<file path="src/rtl/apb_pkg.sv">
// Shared types and widths for the APB request bridge.
package apb_pkg;

   localparam int ADDR_W = 5;
   localparam int DATA_W = 32;
   localparam int PROT_W = 3;

   typedef enum logic [1:0] {
      IDLE   = 2'd0,
      SETUP  = 2'd1,
      ACCESS = 2'd2,
      RESP   = 2'd3
   } apb_state_e;

endpackage

</file>
<file path="src/rtl/apb_wdog.sv">
// ACCESS-phase watchdog for apb_req_bridge; only present when APB_TIMEOUT_EN is defined.
`ifdef APB_TIMEOUT_EN
module apb_wdog #(
   parameter int TIMEOUT_CYCLES = 16
) (
   input  logic clk,
   input  logic resetn,
   input  logic start,
   input  logic clear,
   output logic expire
);

   localparam int CW = $clog2(TIMEOUT_CYCLES) + 1;

   logic [CW-1:0] r_count;

   // Counts completed ACCESS cycles; expire fires during the last permitted one.
   always_ff @(posedge clk) begin
      if (!resetn || clear) begin
         r_count <= '0;
      end else if (start && !expire) begin
         r_count <= r_count + CW'(1);
      end
   end

   assign expire = start && (r_count == CW'(TIMEOUT_CYCLES - 1));

endmodule
`endif

</file>
<file path="src/rtl/apb_req_bridge.sv">
// Valid/ready command to APB requester bridge with registered outputs.
// Optional ACCESS watchdog enabled by defining APB_TIMEOUT_EN.
module apb_req_bridge
   import apb_pkg::*;
#(
   parameter int TIMEOUT_CYCLES = 16
) (
   input  logic              clk,
   input  logic              resetn,
   input  logic              cmd_valid,
   output logic              cmd_ready,
   input  logic              cmd_write,
   input  logic [ADDR_W-1:0] cmd_addr,
   input  logic [DATA_W-1:0] cmd_wdata,
   input  logic [PROT_W-1:0] cmd_prot,
   output logic              rsp_valid,
   input  logic              rsp_ready,
   output logic [DATA_W-1:0] rsp_rdata,
   output logic              rsp_err,
   output logic              psel,
   output logic              penable,
   output logic              pwrite,
   output logic [ADDR_W-1:0] addr,
   output logic [DATA_W-1:0] pwdata,
   output logic [PROT_W-1:0] prot,
   input  logic              pready,
   input  logic              pslverr,
   input  logic [DATA_W-1:0] prdata
);

   if (TIMEOUT_CYCLES < 1) begin : g_bad_timeout
      $error("apb_req_bridge: TIMEOUT_CYCLES must be at least 1");
   end

   apb_state_e r_state;
   apb_state_e w_next_state;

   logic              r_cmd_ready;
   logic              r_rsp_valid;
   logic [DATA_W-1:0] r_rsp_rdata;
   logic              r_rsp_err;
   logic              r_psel;
   logic              r_penable;
   logic              r_pwrite;
   logic [ADDR_W-1:0] r_addr;
   logic [DATA_W-1:0] r_pwdata;
   logic [PROT_W-1:0] r_prot;

   logic w_accept;
   logic w_in_access;
   logic w_expire;
   logic w_psel_d;
   logic w_penable_d;
   logic w_cmd_ready_d;
   logic w_rsp_valid_d;

   assign w_accept    = cmd_valid && r_cmd_ready;
   assign w_in_access = (r_state == ACCESS);

`ifdef APB_TIMEOUT_EN
   apb_wdog #(
      .TIMEOUT_CYCLES(TIMEOUT_CYCLES)
   ) u_wdog (
      .clk    (clk),
      .resetn (resetn),
      .start  (w_in_access),
      .clear  (!w_in_access),
      .expire (w_expire)
   );
`else
   assign w_expire = 1'b0;
`endif

   always_ff @(posedge clk) begin
      if (!resetn) begin
         r_state <= IDLE;
      end else begin
         r_state <= w_next_state;
      end
   end

   always_comb begin
      w_next_state = r_state;
      case (r_state)
         IDLE:    if (w_accept) w_next_state = SETUP;
         SETUP:   w_next_state = ACCESS;
         ACCESS:  if (pready || w_expire) w_next_state = RESP;
         RESP:    if (rsp_ready) w_next_state = IDLE;
         default: w_next_state = IDLE;
      endcase
   end

   // Control outputs are decoded from the next state so they register in step with it.
   always_comb begin
      w_psel_d      = (w_next_state == SETUP) || (w_next_state == ACCESS);
      w_penable_d   = (w_next_state == ACCESS);
      w_cmd_ready_d = (w_next_state == IDLE);
      w_rsp_valid_d = (w_next_state == RESP);
   end

   always_ff @(posedge clk) begin
      if (!resetn) begin
         r_cmd_ready <= 1'b1;
         r_rsp_valid <= 1'b0;
         r_rsp_rdata <= '0;
         r_rsp_err   <= 1'b0;
         r_psel      <= 1'b0;
         r_penable   <= 1'b0;
         r_pwrite    <= 1'b0;
         r_addr      <= '0;
         r_pwdata    <= '0;
         r_prot      <= '0;
      end else begin
         r_cmd_ready <= w_cmd_ready_d;
         r_rsp_valid <= w_rsp_valid_d;
         r_psel      <= w_psel_d;
         r_penable   <= w_penable_d;
         if (w_accept) begin
            r_pwrite <= cmd_write;
            r_addr   <= cmd_addr;
            r_prot   <= cmd_prot;
            r_pwdata <= cmd_write ? cmd_wdata : '0;
         end
         // Completer response only matters in ACCESS; a real pready beats the watchdog.
         if (w_in_access) begin
            if (pready) begin
               r_rsp_rdata <= r_pwrite ? '0 : prdata;
               r_rsp_err   <= pslverr;
            end else if (w_expire) begin
               r_rsp_rdata <= '0;
               r_rsp_err   <= 1'b1;
            end
         end
      end
   end

   assign cmd_ready = r_cmd_ready;
   assign rsp_valid = r_rsp_valid;
   assign rsp_rdata = r_rsp_rdata;
   assign rsp_err   = r_rsp_err;
   assign psel      = r_psel;
   assign penable   = r_penable;
   assign pwrite    = r_pwrite;
   assign addr      = r_addr;
   assign pwdata    = r_pwdata;
   assign prot      = r_prot;

endmodule

</file>
<file path="config.mk">
export PLATFORM = sky130hd
export DESIGN_NAME = apb_req_bridge
export DESIGN_NICKNAME = d
export VERILOG_FILES = /design/src/rtl/apb_pkg.sv /design/src/rtl/apb_wdog.sv /design/src/rtl/apb_req_bridge.sv
export SDC_FILE = /design/constraint.sdc
export NUM_CORES = 1
export LEC_CHECK = 0
export ABC_AREA = 1
export CAP_MARGIN = 10
export CORE_MARGIN = 8
export CORE_UTILIZATION = 40
export DETAILED_ROUTE_END_ITERATION = 16
export MAX_ROUTING_LAYER = met4
export PLACE_DENSITY_LB_ADDON = 0.25
export RECOVER_POWER = 50
export SETUP_SLACK_MARGIN = 0.3
export SLEW_MARGIN = 0
export SYNTH_ARGS = -nofsm -noshare
export SYNTH_HDL_FRONTEND = slang
export SYNTH_SLANG_ARGS = --single-unit
</file>
<file path="constraint.sdc">
create_clock -name clk -period 1.6 [get_ports clk]
set_input_delay 0.4 -clock clk [delete_from_list [all_inputs] [get_ports clk]]
set_output_delay 0.4 -clock clk [all_outputs]
set_load 0.01 [all_outputs]
</file>
Yosys cells after proc, flatten, opt, wreduce, memory -nomap -nowiden
Cells that the tools add are included.

word-level totals
  register bits after elaboration = 80
  output and inout bits = 78
  input port bits = 79
  logic and storage cells = 28

operators by class
  equal/unequal tests = 6
  muxes and demuxes = 6
  reduce and logical (&&, ||, !) cells = 5

operators by type and width
  operator                                             count
  2-to-1 mux 32 bit                                    2
  equality test 2 bit, second input constant           4
  one-hot mux 2 bit (4 select lines)                   1
  2-to-1 mux 2 bit                                     3
  equality test 2 x 1 -> 1 bit, second input constant  2
  logical NOT 2 bit                                    2
  AND reduction 2 bit                                  1
  logical AND 1 bit                                    1
  logical OR 1 bit                                     1

Longest topological paths before layout
  word-level depth = 5
  mapped depth = 8
  mapped depth without buffers = 8

Least setup slack after synthesis
OpenSTA, ideal clock, no wires.

  path kind = input-to-reg
  start = in cmd_valid
  end = reg r_cmd_ready (netlist: cmd_ready)
  setup slack = 159 ps
  data required time = 1,477 ps
  path buffers = 0
  library setup time = 123 ps
  stages on the path = 7
  data arrival time = 1,318 ps
  cells stage by stage = nand2_1 -> clkinv_1 -> nand2_1 -> nand2_1 -> inv_1 -> ha_1 -> or2_2

between the ends
  word-level cells in the longest chain between the ends = 4

RTL lines
  element                             RTL line               RTL
  start, declared                     apb_req_bridge.sv:10   input logic cmd_valid,
  logical AND 1 bit                   apb_req_bridge.sv:57   assign w_accept = cmd_valid && r_cmd_ready;
  2-to-1 mux 2 bit                    apb_req_bridge.sv:85   IDLE: if (w_accept) w_next_state = SETUP;
  one-hot mux 2 bit (4 select lines)  apb_req_bridge.sv:84   case (r_state)
  via w_next_state[0]                 apb_req_bridge.sv:36   apb_state_e w_next_state;
  logical NOT 2 bit                   apb_req_bridge.sv:97   w_cmd_ready_d = (w_next_state == IDLE);
  via w_cmd_ready_d                   apb_req_bridge.sv:54   logic w_cmd_ready_d;
  end signal, assigned                apb_req_bridge.sv:114  r_cmd_ready <= w_cmd_ready_d;
  end, declared                       apb_req_bridge.sv:38   logic r_cmd_ready;

The timed path passes the listed nets, and every way through them passes these cells.
A chain may end at the register's enable or synchronous reset.

Final worst setup path
  start = reg r_pwrite (netlist: pwrite)
  end = out pwrite

RTL lines
  element                 RTL line               RTL
  start, declared         apb_req_bridge.sv:44   logic r_pwrite;
  start signal, assigned  apb_req_bridge.sv:119  r_pwrite <= cmd_write;
  end, declared           apb_req_bridge.sv:22   output logic pwrite,

No word-level cell between the ends.

==> results.toml <==
[clocking]
hold_buffers = 0
clockBufferDepth = 2
cts_buffers = 9
clk_pin_slew_ps = 80
htreeDepth = 3
insertion_delay_ps = 340
root_buffer = "clkbuf_8"
clkSinkCount = 80
cts_tree = "done"

[finish]
drive_gt1_share_pct = 23.3
nFillCells = 718
syn2layout_area_growth_pct = 52.6
postLayoutCellArea_sq_um = 4680
antenna_cells = 0
final_nets = 669
final_util_pct = 61.9

[timing]
min_period_over_period_pct = 90.7
fin_skew_ps = 7.96
fmax_mhz = 689
finalSetupTns_ps = 0
min_period_ps = 1450
hold_viol_final = 0
worst_pin_slew_ps = 428
slew_headroom_pct = 71.5
drv_slew = 0
setup_viol = 0
holdWs_ps = 464
rsz0062_at_grt = "yes"

[critical_path]
slowest_delay_ps = 500
path_cells = "buf_2"
worstPathRequired_ps = 1200
critPathCaptureType = "output pin"
path_buf_inv = 1
start_kind = "flop"
crit_cells = 1
worstReg2RegStart = "pwrite"
crit_family = "flip-flops"
cp.arrival_ps = 1050
worstRegToRegCells = 3
crit_type = "flop to output pin"
crit_start = "pwrite"
cp_max_fo = 4
cp_slowest_cell = "dfxtp_1"

[global_routing]
grt_max_degree = 55
antenna_found_initial = 0
grtUsageTotal_pct = 16.9
met3_usage_pct = 5.51
grt_pass1_vias = 3094
grt_pass1_wl_microns = 14800
top_usage_layer = "met2"
overflow = 0
grtUsageMet2_pct = 25.4
use_met1_pct = 21.2

[detailed_routing]
dr_total_vias = 3142
avgRoutedWirePerCell_microns = 13.4
routed_via_density = 4.53
drtAntennaViolNets = 0
drc = 0
drt_iter0_drc = 55
wl_microns = 9290
drtPass1Iterations = 4

[placed_design]
place_area_sq_um = 4800
place_congestion = 0.777
io_buffers = 156
dp_hpwl_microns = 6560

[synth]
synthTopCellsByArea = "dfxtp_1, nand2_1, a21oi_1, nor2_1, inv_1"
ys.warnings.count = 0
synthCells = 422
syn_avg_cell_area_sq_um = 7.27
ys_seq_area_share_pct = 52.2
synth_top_area_cell = "dfxtp_1"
synth_top_area_share_pct = 52.2
synth_seq_cells = 80
syn_nets = 504
ys_types = 17
syn_area_sq_um = 3070

[floorplanning]
rows = 32
die_width_microns = 104
die-area_sq_um = 10700
core_area_sq_um = 7570
start_util_pct = 40.5
dieHeight_microns = 104
ios = 157

[outcome]
status = "complete, no violations"

[job]
maxCapViolations = 0

[min_path]
hp-start = "pwdata[31]"
hold_class = "flop to flop"
whs_path_depth = 2

[power_and_ir_drop]
p_leak_uw = 0.00221
power_uw = 4680
ir_drop_uv = 543
powerDensity_nw_per_um2 = 999
## what timing repair did
action | 4_1_cts | 5_1_grt
gates resized for setup | 350 | 12
endpoints found under the setup margin | 148 | 38
cloned | 0 | 1
buffers inserted | 4 | 2
pin swaps | 4 | 2
## worst paths after layout
path / end / slack [ps]
max reg2reg: rsp_rdata[29] / 300
min reg2reg: pwdata[31] / 460
min: pwdata[31] / 460
max: pwrite / 150
## sequential cells by signal, indices dropped and copies added (netlist names)
register / cells
addr: 5
cmd_ready: 1
penable: 1
prot: 3
psel: 1
pwdata: 32
pwrite: 1
r_state: 2
rsp_err: 1
rsp_rdata: 32
rsp_valid: 1
## per-stage QoR
| stage | std cells | setup WS [ps] |
|---|---|---|
| floorplan | 422 | 309 |
| global placement | 671 | -194 |
| detailed placement | 671 | -212 |
| CTS | 691 | 278 |
| global route | 694 | 113 |
| finish | 694 | 149 |
## placed cells by master, fill, tap and decap left out, types with 2 or more instances in the layout
cell             Yosys  final
inv_1               42     40
dfxtp_1             80     60
nand2_1            139    134
clkbuf_8             0     10
a21oi_1             67     67
nand2_2              0      4
clkinvlp_4           0      3
clkbuf_2             0      2
buf_4                6     16
buf_2               11     64
buf_12               0      3
clkbuf_1             6     15
nand3_2              0      2
clkinv_4             0      2
dfxtp_4              0      2
clkinv_2             0      2
nor2_1              50     50
clkdlybuf4s50_1      0     74
o21ai_0              9      8
dlygate4sd2_1        0      3
ha_2                 0      2
dfxtp_2              0     18
## kinds of logic (layout without fill, tap and decap cells)
family / after synthesis / after routing / synth area share [%]
fa+ha+maj: 3 / 3 / 1.22
compound gates: 76 / 76 / 12.4
flops: 80 / 80 / 52.2
buf+inv: 69 / 239 / 10.1
simple gates: 194 / 194 / 24.1
## power breakdown
part,switching [uW],internal [uW],total [uW]
sequential,81.0,2140,2220
clock,719,762,1480
combinational,492,482,974
total,1290,3390,4680
## per-layer routing
metal | wire, microns | part of all wire (%) | vias up
met5 | 0 | 0 | -
met3 | 666 | 7.2 | 7
met1 | 4310 | 46 | 1405
met4 | 65 | 0.70 | 0
li1 | - | - | 1617
met2 | 4240 | 46 | 113
## Yosys cell counts (all sizes together)
master  instances
a21oi          67
buf            19
clkbuf          6
clkinv          1
dfxtp          80
ha              3
inv            43
nand2         139
nand3           2
nand4           1
nor2           51
o21ai           9
or2             1
## layout make-up
type | count | area, sq um | area share, %
Tap cell | 102 | 128 | 2.73
Sequential cell | 80 | 1630 | 34.9
Timing Repair inverter | 1 | 7.51 | 0.160
Multi-Input combinational cell | 273 | 1190 | 25.5
Clock inverter | 5 | 56.3 | 1.20
Clock buffer | 11 | 141 | 3.02
Timing Repair Buffer | 178 | 1350 | 28.8
Inverter | 44 | 176 | 3.77
(Power assumes the default switching activity.)
